**config.mk**
```make
export PLATFORM = sky130hd
export DESIGN_NAME = gold_fall_scheduler
export DESIGN_NICKNAME = d
export VERILOG_FILES = /design/src/rtl/gold_pkg.sv /design/src/rtl/gold_tile_calc.sv /design/src/rtl/gold_fall_scheduler.sv
export SDC_FILE = /design/constraint.sdc
export NUM_CORES = 1
export LEC_CHECK = 0
export ABC_AREA = 0
export BUFFER_PORTS_ARGS = -buffer_cell sky130_fd_sc_hd__buf_2
export CORE_MARGIN = 3
export CORE_UTILIZATION = 59
export DETAILED_ROUTE_END_ITERATION = 7
export HOLD_SLACK_MARGIN = 0.08
export PLACE_DENSITY_LB_ADDON = 0.3
export SYNTH_ARGS = -nofsm -noshare
export SYNTH_HDL_FRONTEND = slang
export SYNTH_SLANG_ARGS = --single-unit
```
**constraint.sdc**
```tcl
create_clock -name clk -period 11.19 [get_ports clk]
set_input_delay 2.238 -clock clk [delete_from_list [all_inputs] [get_ports clk]]
set_output_delay 2.238 -clock clk [all_outputs]
set_load 0.05 [all_outputs]
```
**src/rtl/gold_pkg.sv**
```systemverilog
// Shared types for the gold-block subsystem: gold state codes, tile geometry
// and the fall-scheduler FSM encoding.
package gold_pkg;

    typedef enum logic [3:0] {
        GOLD_IDLE    = 4'd0,
        GOLD_WOBBLE  = 4'd1,
        GOLD_FALLING = 4'd2,
        GOLD_EATEN   = 4'd3
    } gold_state_t;

    // Tiles are 32x32 pixels.
    localparam int TILE_SHIFT = 5;

    typedef enum logic [2:0] {
        S_IDLE,
        S_SNAP,
        S_EVAL,
        S_LOOKUP,
        S_APPLY
    } sched_state_t;

endpackage

```
**src/rtl/gold_tile_calc.sv**
```systemverilog
// Pixel top-left to tile coordinate of the cell directly below a gold block.
// Shared with the dirt-map writer, so it stays purely combinational.
module gold_tile_calc
    import gold_pkg::*;
#(
    parameter logic [10:0] BOARD_X = 11'd32,
    parameter logic [10:0] BOARD_Y = 11'd160,
    parameter int          ROWS    = 10,
    parameter int          COLS    = 15
) (
    input  logic [10:0] tlx,
    input  logic [10:0] tly,
    output logic [3:0]  col,
    output logic [3:0]  row,
    output logic        aligned,
    output logic        out_of_board
);

    localparam logic [6:0] COLS_L = 7'(COLS);
    localparam logic [6:0] ROWS_L = 7'(ROWS);

    logic [10:0] dx;
    logic [10:0] dy;
    logic [5:0]  col_full;
    logic [6:0]  row_full;

    always_comb begin
        dx       = tlx - BOARD_X;
        dy       = tly - BOARD_Y;
        col_full = 6'(dx >> TILE_SHIFT);
        // The cell of interest is the one beneath the block, hence +1.
        row_full = 7'(dy >> TILE_SHIFT) + 7'd1;
        aligned  = (dy[TILE_SHIFT-1:0] == '0);
        out_of_board = (tlx < BOARD_X) || (tly < BOARD_Y) ||
                       ({1'b0, col_full} >= COLS_L) || (row_full >= ROWS_L);
        col = col_full[3:0];
        row = row_full[3:0];
    end

endmodule

```
**src/rtl/gold_fall_scheduler.sv**
```systemverilog
// Once-per-frame scan of all gold blocks deciding which may fall, limited to
// MAX_FALLING simultaneous fallers; all can_fall bits change together.
module gold_fall_scheduler
    import gold_pkg::*;
#(
    parameter int          NUM_GOLD    = 8,
    parameter int          MAX_FALLING = 2,
    parameter logic [10:0] BOARD_X     = 11'd32,
    parameter logic [10:0] BOARD_Y     = 11'd160,
    parameter int          ROWS        = 10,
    parameter int          COLS        = 15
) (
    input  logic                  clk,
    input  logic                  resetN,
    input  logic                  startOfFrame,
    input  logic [NUM_GOLD*11-1:0] gold_TLX,
    input  logic [NUM_GOLD*11-1:0] gold_TLY,
    input  logic [NUM_GOLD*4-1:0]  gold_state,
    output logic                  map_req,
    output logic [3:0]            map_col,
    output logic [3:0]            map_row,
    input  logic                  map_ack,
    input  logic                  map_empty,
    output logic [NUM_GOLD-1:0]   can_fall,
    output logic                  scan_busy,
    output logic                  frame_overrun
);

    localparam int IDX_W = (NUM_GOLD > 1) ? $clog2(NUM_GOLD) : 1;
    localparam int CNT_W = $clog2(NUM_GOLD + 1);
    localparam logic [IDX_W-1:0] LAST_IDX   = IDX_W'(NUM_GOLD - 1);
    localparam logic [CNT_W-1:0] LAST_VISIT = CNT_W'(NUM_GOLD - 1);
    localparam logic [CNT_W-1:0] MAX_CNT    = CNT_W'(MAX_FALLING);

    sched_state_t        state;
    logic [IDX_W-1:0]    idx;
    logic [IDX_W-1:0]    start_ptr;
    logic [IDX_W-1:0]    next_idx;
    logic [CNT_W-1:0]    visited;
    logic [CNT_W-1:0]    fall_cnt;
    logic [CNT_W-1:0]    falling_now;
    logic [NUM_GOLD-1:0] shadow;
    sched_state_t        after_gold;

    logic [10:0] snap_tlx [NUM_GOLD];
    logic [10:0] snap_tly [NUM_GOLD];
    logic [3:0]  snap_st  [NUM_GOLD];

    logic [3:0] cur_col;
    logic [3:0] cur_row;
    logic       cur_aligned;
    logic       cur_oob;
    logic       cur_falling;
    logic       cur_eaten;

    gold_tile_calc #(
        .BOARD_X (BOARD_X),
        .BOARD_Y (BOARD_Y),
        .ROWS    (ROWS),
        .COLS    (COLS)
    ) u_tile (
        .tlx          (snap_tlx[idx]),
        .tly          (snap_tly[idx]),
        .col          (cur_col),
        .row          (cur_row),
        .aligned      (cur_aligned),
        .out_of_board (cur_oob)
    );

    always_comb begin
        falling_now = '0;
        for (int i = 0; i < NUM_GOLD; i++) begin
            if (gold_state[4*i +: 4] == GOLD_FALLING) falling_now = falling_now + 1'b1;
        end
    end

    always_comb begin
        cur_falling = (snap_st[idx] == GOLD_FALLING);
        cur_eaten   = (snap_st[idx] == GOLD_EATEN);
        next_idx    = (idx == LAST_IDX) ? '0 : idx + 1'b1;
        after_gold  = (visited == LAST_VISIT) ? S_APPLY : S_EVAL;
    end

    assign scan_busy = (state != S_IDLE);

    // Map port handshake: map_req rises with map_col/map_row and all three hold
    // until a cycle in which map_ack is high (map_empty valid that same cycle);
    // map_req drops on the following edge. map_ack with map_req low is ignored.
    always_ff @(posedge clk or posedge resetN) begin
        if (resetN) begin
            state         <= S_IDLE;
            idx           <= '0;
            start_ptr     <= '0;
            visited       <= '0;
            fall_cnt      <= '0;
            shadow        <= '0;
            can_fall      <= '0;
            map_req       <= 1'b0;
            map_col       <= '0;
            map_row       <= '0;
            frame_overrun <= 1'b0;
            for (int i = 0; i < NUM_GOLD; i++) begin
                snap_tlx[i] <= '0;
                snap_tly[i] <= '0;
                snap_st[i]  <= '0;
            end
        end else begin
            if (startOfFrame && state != S_IDLE) frame_overrun <= 1'b1;

            case (state)
                S_IDLE: begin
                    if (startOfFrame) state <= S_SNAP;
                end

                S_SNAP: begin
                    for (int i = 0; i < NUM_GOLD; i++) begin
                        snap_tlx[i] <= gold_TLX[11*i +: 11];
                        snap_tly[i] <= gold_TLY[11*i +: 11];
                        snap_st[i]  <= gold_state[4*i +: 4];
                    end
                    shadow   <= can_fall;
                    fall_cnt <= falling_now;
                    idx      <= start_ptr;
                    visited  <= '0;
                    state    <= S_EVAL;
                end

                S_EVAL: begin
                    if (cur_eaten || cur_oob) begin
                        shadow[idx] <= 1'b0;
                        idx         <= next_idx;
                        visited     <= visited + 1'b1;
                        state       <= after_gold;
                    end else if (cur_falling && !cur_aligned) begin
                        // Mid-tile fallers keep going without consulting the map.
                        shadow[idx] <= 1'b1;
                        idx         <= next_idx;
                        visited     <= visited + 1'b1;
                        state       <= after_gold;
                    end else begin
                        map_req <= 1'b1;
                        map_col <= cur_col;
                        map_row <= cur_row;
                        state   <= S_LOOKUP;
                    end
                end

                S_LOOKUP: begin
                    if (map_ack) begin
                        map_req <= 1'b0;
                        if (!map_empty) begin
                            shadow[idx] <= 1'b0;
                            if (cur_falling) fall_cnt <= fall_cnt - 1'b1;
                        end else if (cur_falling) begin
                            shadow[idx] <= 1'b1;
                        end else if (fall_cnt < MAX_CNT) begin
                            shadow[idx] <= 1'b1;
                            fall_cnt    <= fall_cnt + 1'b1;
                        end else begin
                            shadow[idx] <= 1'b0;
                        end
                        idx     <= next_idx;
                        visited <= visited + 1'b1;
                        state   <= after_gold;
                    end
                end

                S_APPLY: begin
                    can_fall  <= shadow;
                    start_ptr <= (start_ptr == LAST_IDX) ? '0 : start_ptr + 1'b1;
                    state     <= S_IDLE;
                end

                default: state <= S_IDLE;
            endcase
        end
    end

endmodule

```
==> impl_summary.txt <==
----------------------------------------------------
[Outcome]
  Outcome ... complete, no violations

[Cells and area]
  Most common library cell in the layout ignoring fill and taps ... sky130_fd_sc_hd__nand2_1
  Signed area change from the synthesized netlist to the final layout ... 16.55%
  Total area of multi-input combinational cells ... 5020 um2
  Count of filler cells inserted in the layout ... 1353
  Post-route non-filler standard cell count ... 1585
  Ant. Diodes ... 0
  Commonest cells after routing, fill and taps aside ... 531 x sky130_fd_sc_hd__nand2_1, 209 x sky130_fd_sc_hd__dfrtp_1, 191 x sky130_fd_sc_hd__buf_2
  Net count reported at finish ... 1577
  Sequential cell area ... 5283 um2
  Fraction of layout instances using a drive strength above 1 ... 22.28%

[CTS]
  Number of instances resized during post-cts repair ... 0
  CTS H-tree lvls ... 1
  Post-CTS setup buffers ... 0
  Clock Root Buffer ... sky130_fd_sc_hd__clkbuf_16
  Clock network latency to the later pin of the worst-skew pair ... 0.51 ns
  Quantity of hold-fixing buffers added after cts ... 0
  Buffer levels on the longest clock path ... 3
  Number of sinks driven by the clock tree ... 211
  TritonCTS clock tree ... done
  Total clock buffers created by CTS ... 22
  Clock transition at the registers of the reported paths ... 0.06 ns

[Detailed routing]
  Iter 0 DRT Violations ... 550
  Per-cell via count in the routed design ... 5.601
  Detailed-route DRC error count ... 0
  Routed wire length ... 26350 um
  WL/cell ... 16.63 um
  Antenna viol nets, final ... 0
  DR vias ... 8877
  Initial DRT Pass Iterations ... 7

[STA]
  Ratio of final minimum period to clock period ... 58.27%
  Final setup viols ... 0
  Number of pins with negative max-slew slack in the final report ... 0
  Clk_skew ... 0.02226 ns
  Setup Total Neg Slack ... 0 ns
  Pin slew with the least headroom to its limit ... 1.047 ns
  Worst rel slew slack ... 30.18%
  Achievable Freq ... 0.1534 GHz
  Final Hold Violating Endpoints ... 0
  Unrepaired setup endpoints after global routing ... no
  Post-route minimum period ... 6.520 ns

[Yosys]
  Netlist Area Pre-Place ... 10640 um2
  Count of unique library cells instantiated by Yosys ... 73
  Asr flop ratio synth ... 100.0%
  Mapped Nets ... 1419
  Synthesized netlist cell count ... 1187
  EDFF count, synth ... 0
  Predominant post-synthesis flop cell ... sky130_fd_sc_hd__dfrtp_1
  FF+latch count, synth ... 211
  Per-instance average area after synthesis ... 8.966 um2
  Sequential fraction of the synthesis area ... 49.61%
  Yosys Warn Count ... 0

[Setup path]
  Crit path kind ... in -> reg
  Cell seen most often among critical-path stages ... sky130_fd_sc_hd__ha_1
  Critical path data arrival time ... 6.90 ns
  R2r setup slk ... 6.21 ns
  Maximum single-stage delay on the critical path ... 0.73 ns
  Crit path buf inv count ... 2
  Length in cells of the worst reg-to-reg path ... 13
  Dominant delay contributor by cell family on the critical path ... adder cells
  CP max FO ... 3
  Endpoint kind of the worst setup timing path ... flop
  Cells along the critical path ... buf_2 > or4b_2 > ha_1 > xnor2_1 > inv_1 > ha_1 > mux2_2 > ha_1 > nor2_1 > nor2_1 > ha_1 > nand2_1 > o31ai_1 > ha_1 > mux2_2 > ha_1 > nand2_1 > xor2_1 > xnor2_1 > a21oi_1 > mux2_2
  Cell with the largest stage delay on the worst path ... sky130_fd_sc_hd__or4b_2
  R2r startpoint ... idx[2]
  CP Data Required Time ... 11.57 ns
  Destination of the worst register-to-register timing path ... visited[3]
  Sort of element at the start of the critical path ... input pin

[Global routing]
  First-pass GRT wire length ... 42620 um
  Residual overflow from global routing ... 0
  Largest net degree at the start of global routing ... 143
  Total global-route track usage ... 26.34%
  Number of global-route vias before repair ... 8555
  Number of antenna violations at the first check in global routing ... 1

[Die]
  Die width ... 140.3 um
  Total Die Area ... 19690 um2
  Site row count ... 48
  Initial core utilization ... 60.90%
  Vert. Die Dim ... 140.3 um
  Core ar. ... 17480 um2
  Number of I/O pins ... 232

[Min path]
  Hold crit path type ... reg -> reg
  Hold Path Stages ... 1
  Source of the worst hold timing path ... frame_overrun
  Min-Delay Endpoint ... frame_overrun

[Placed design]
  RD Place Congestion ... 0.8351
  Cells after DPL ... 1546
  Post-detail-place hpwl ... 17840 um
  Quantity of I/O buffers inserted on ports ... 191

[Job]
  # Max-Cap Violations ... 0

[Pwr]
  Peak supply drop ... 0.2237 mV
  Leakage power total ... 6.396 nW
  Power Dens Cells ... 301.1 nW/um2

----------------------------------------------------
## power breakdown
part / internal [mW] / leakage (nW) / switching [mW]
Sequential: 1.11 / 2.64 / 0.207
Combinational: 0.651 / 3.39 / 1.04
Clock: 0.431 / 0.366 / 0.298
## through the flow
stage | hold WS, ns | utilization [%] | area, um2 | total power, mW | setup WS (ns)
6_report | 0.4631 | 70.98 | 12400 | 3.736 | 4.670
5_1_grt | 0.4771 | 70.98 | 12400 | 4.020 | 4.458
4_1_cts | 0.4616 | 70.98 | 12400 | 3.744 | 4.692
3_5_place_dp | 0.4485 | 66.80 | 11670 | 3.001 | 4.193
3_3_place_gp | 0.4472 | 66.80 | 11670 | 2.928 | 4.292
2_1_floorplan | 0.4370 | - | 10640 | 2.608 | 3.186
## cells by family (layout without fill, tap and decap cells)
logic type                 count (synthesis)  in the layout  share of synthesized area [%]
AOI/OAI and AO/OA                        120            120                          7.771
xor gates and xnor gates                  22             22                          1.811
adders and majority gates                 19             19                          2.304
buffers and inverters                     83            256                          3.315
DFF                                      211            211                          49.61
muxes                                     72             72                          9.217
and+or+nand+nor                          660            660                          25.97
## how the worst max path moves through the flow
stage	from	to	slack (ns)	cells after the start
after floorplan	resetN	can_fall[0]	3.19	1
after global placement	gold_state[0]	fall_cnt[2]	4.29	21
after detailed placement	gold_state[0]	fall_cnt[2]	4.19	21
after CTS	gold_state[0]	fall_cnt[2]	4.69	21
after global routing	gold_state[0]	fall_cnt[2]	4.46	21
final	gold_state[0]	fall_cnt[2]	4.67	21
## cells in the mapped netlist (4+ instances only)
cell type | number | area [um2]
sky130_fd_sc_hd__inv_1 | 16 | 60.06
sky130_fd_sc_hd__nor2_1 | 41 | 153.9
sky130_fd_sc_hd__o22ai_1 | 5 | 31.28
sky130_fd_sc_hd__dfrtp_1 | 211 | 5280
sky130_fd_sc_hd__nand2b_1 | 7 | 43.79
sky130_fd_sc_hd__clkbuf_1 | 48 | 180.2
sky130_fd_sc_hd__mux2i_1 | 28 | 280.3
sky130_fd_sc_hd__a32o_1 | 4 | 40.04
sky130_fd_sc_hd__nor4b_1 | 7 | 61.31
sky130_fd_sc_hd__or2_2 | 4 | 25.02
sky130_fd_sc_hd__mux4_2 | 16 | 360.4
sky130_fd_sc_hd__a21o_1 | 7 | 52.55
sky130_fd_sc_hd__nand3_1 | 11 | 55.05
sky130_fd_sc_hd__buf_2 | 12 | 60.06
sky130_fd_sc_hd__xor2_1 | 9 | 78.83
sky130_fd_sc_hd__or4_1 | 10 | 75.07
sky130_fd_sc_hd__o21ai_0 | 34 | 170.2
sky130_fd_sc_hd__o2bb2ai_1 | 4 | 35.03
sky130_fd_sc_hd__a21oi_1 | 26 | 130.1
sky130_fd_sc_hd__nor2b_1 | 5 | 31.28
sky130_fd_sc_hd__nand4_1 | 4 | 25.02
sky130_fd_sc_hd__nand3b_1 | 4 | 30.03
sky130_fd_sc_hd__mux2_2 | 24 | 270.3
sky130_fd_sc_hd__ha_1 | 18 | 225.2
sky130_fd_sc_hd__nor3_1 | 12 | 60.06
sky130_fd_sc_hd__or3b_2 | 5 | 43.79
sky130_fd_sc_hd__a221oi_1 | 6 | 52.55
sky130_fd_sc_hd__nand2_1 | 531 | 1993
sky130_fd_sc_hd__xnor2_1 | 13 | 113.9
## sequential cells by signal (all words and copies together), names as in the netlist
| register | flops |
|---|---|
| can_fall | 8 |
| fall_cnt | 4 |
| frame_overrun | 1 |
| idx | 3 |
| map_col | 4 |
| map_req | 1 |
| map_row | 4 |
| shadow | 8 |
| snap_st | 32 |
| snap_tlx | 48 |
| snap_tly | 88 |
| start_ptr | 3 |
| state | 3 |
| visited | 4 |
## area by class of cell
| cell class | instances | area share (%) |
|---|---|---|
| well taps | 225 | 2.270 |
| clock buffers | 32 | 5.306 |
| inverters | 18 | 0.6052 |
| flip-flops and latches | 211 | 42.59 |
| repair buffers | 199 | 8.190 |
| multi-input cells | 893 | 40.47 |
| clock inverters | 7 | 0.5749 |
## metal layers
metal	global-route usage (%)	share of wire [%]	vias up
met1	36.82	43	4257
li1	-	-	4267
met5	0	0.034	-
met2	43.07	48	298
met3	4.268	6.3	53
met4	7.598	2.9	2
Note: power is estimated with default switching activity, not from simulation.
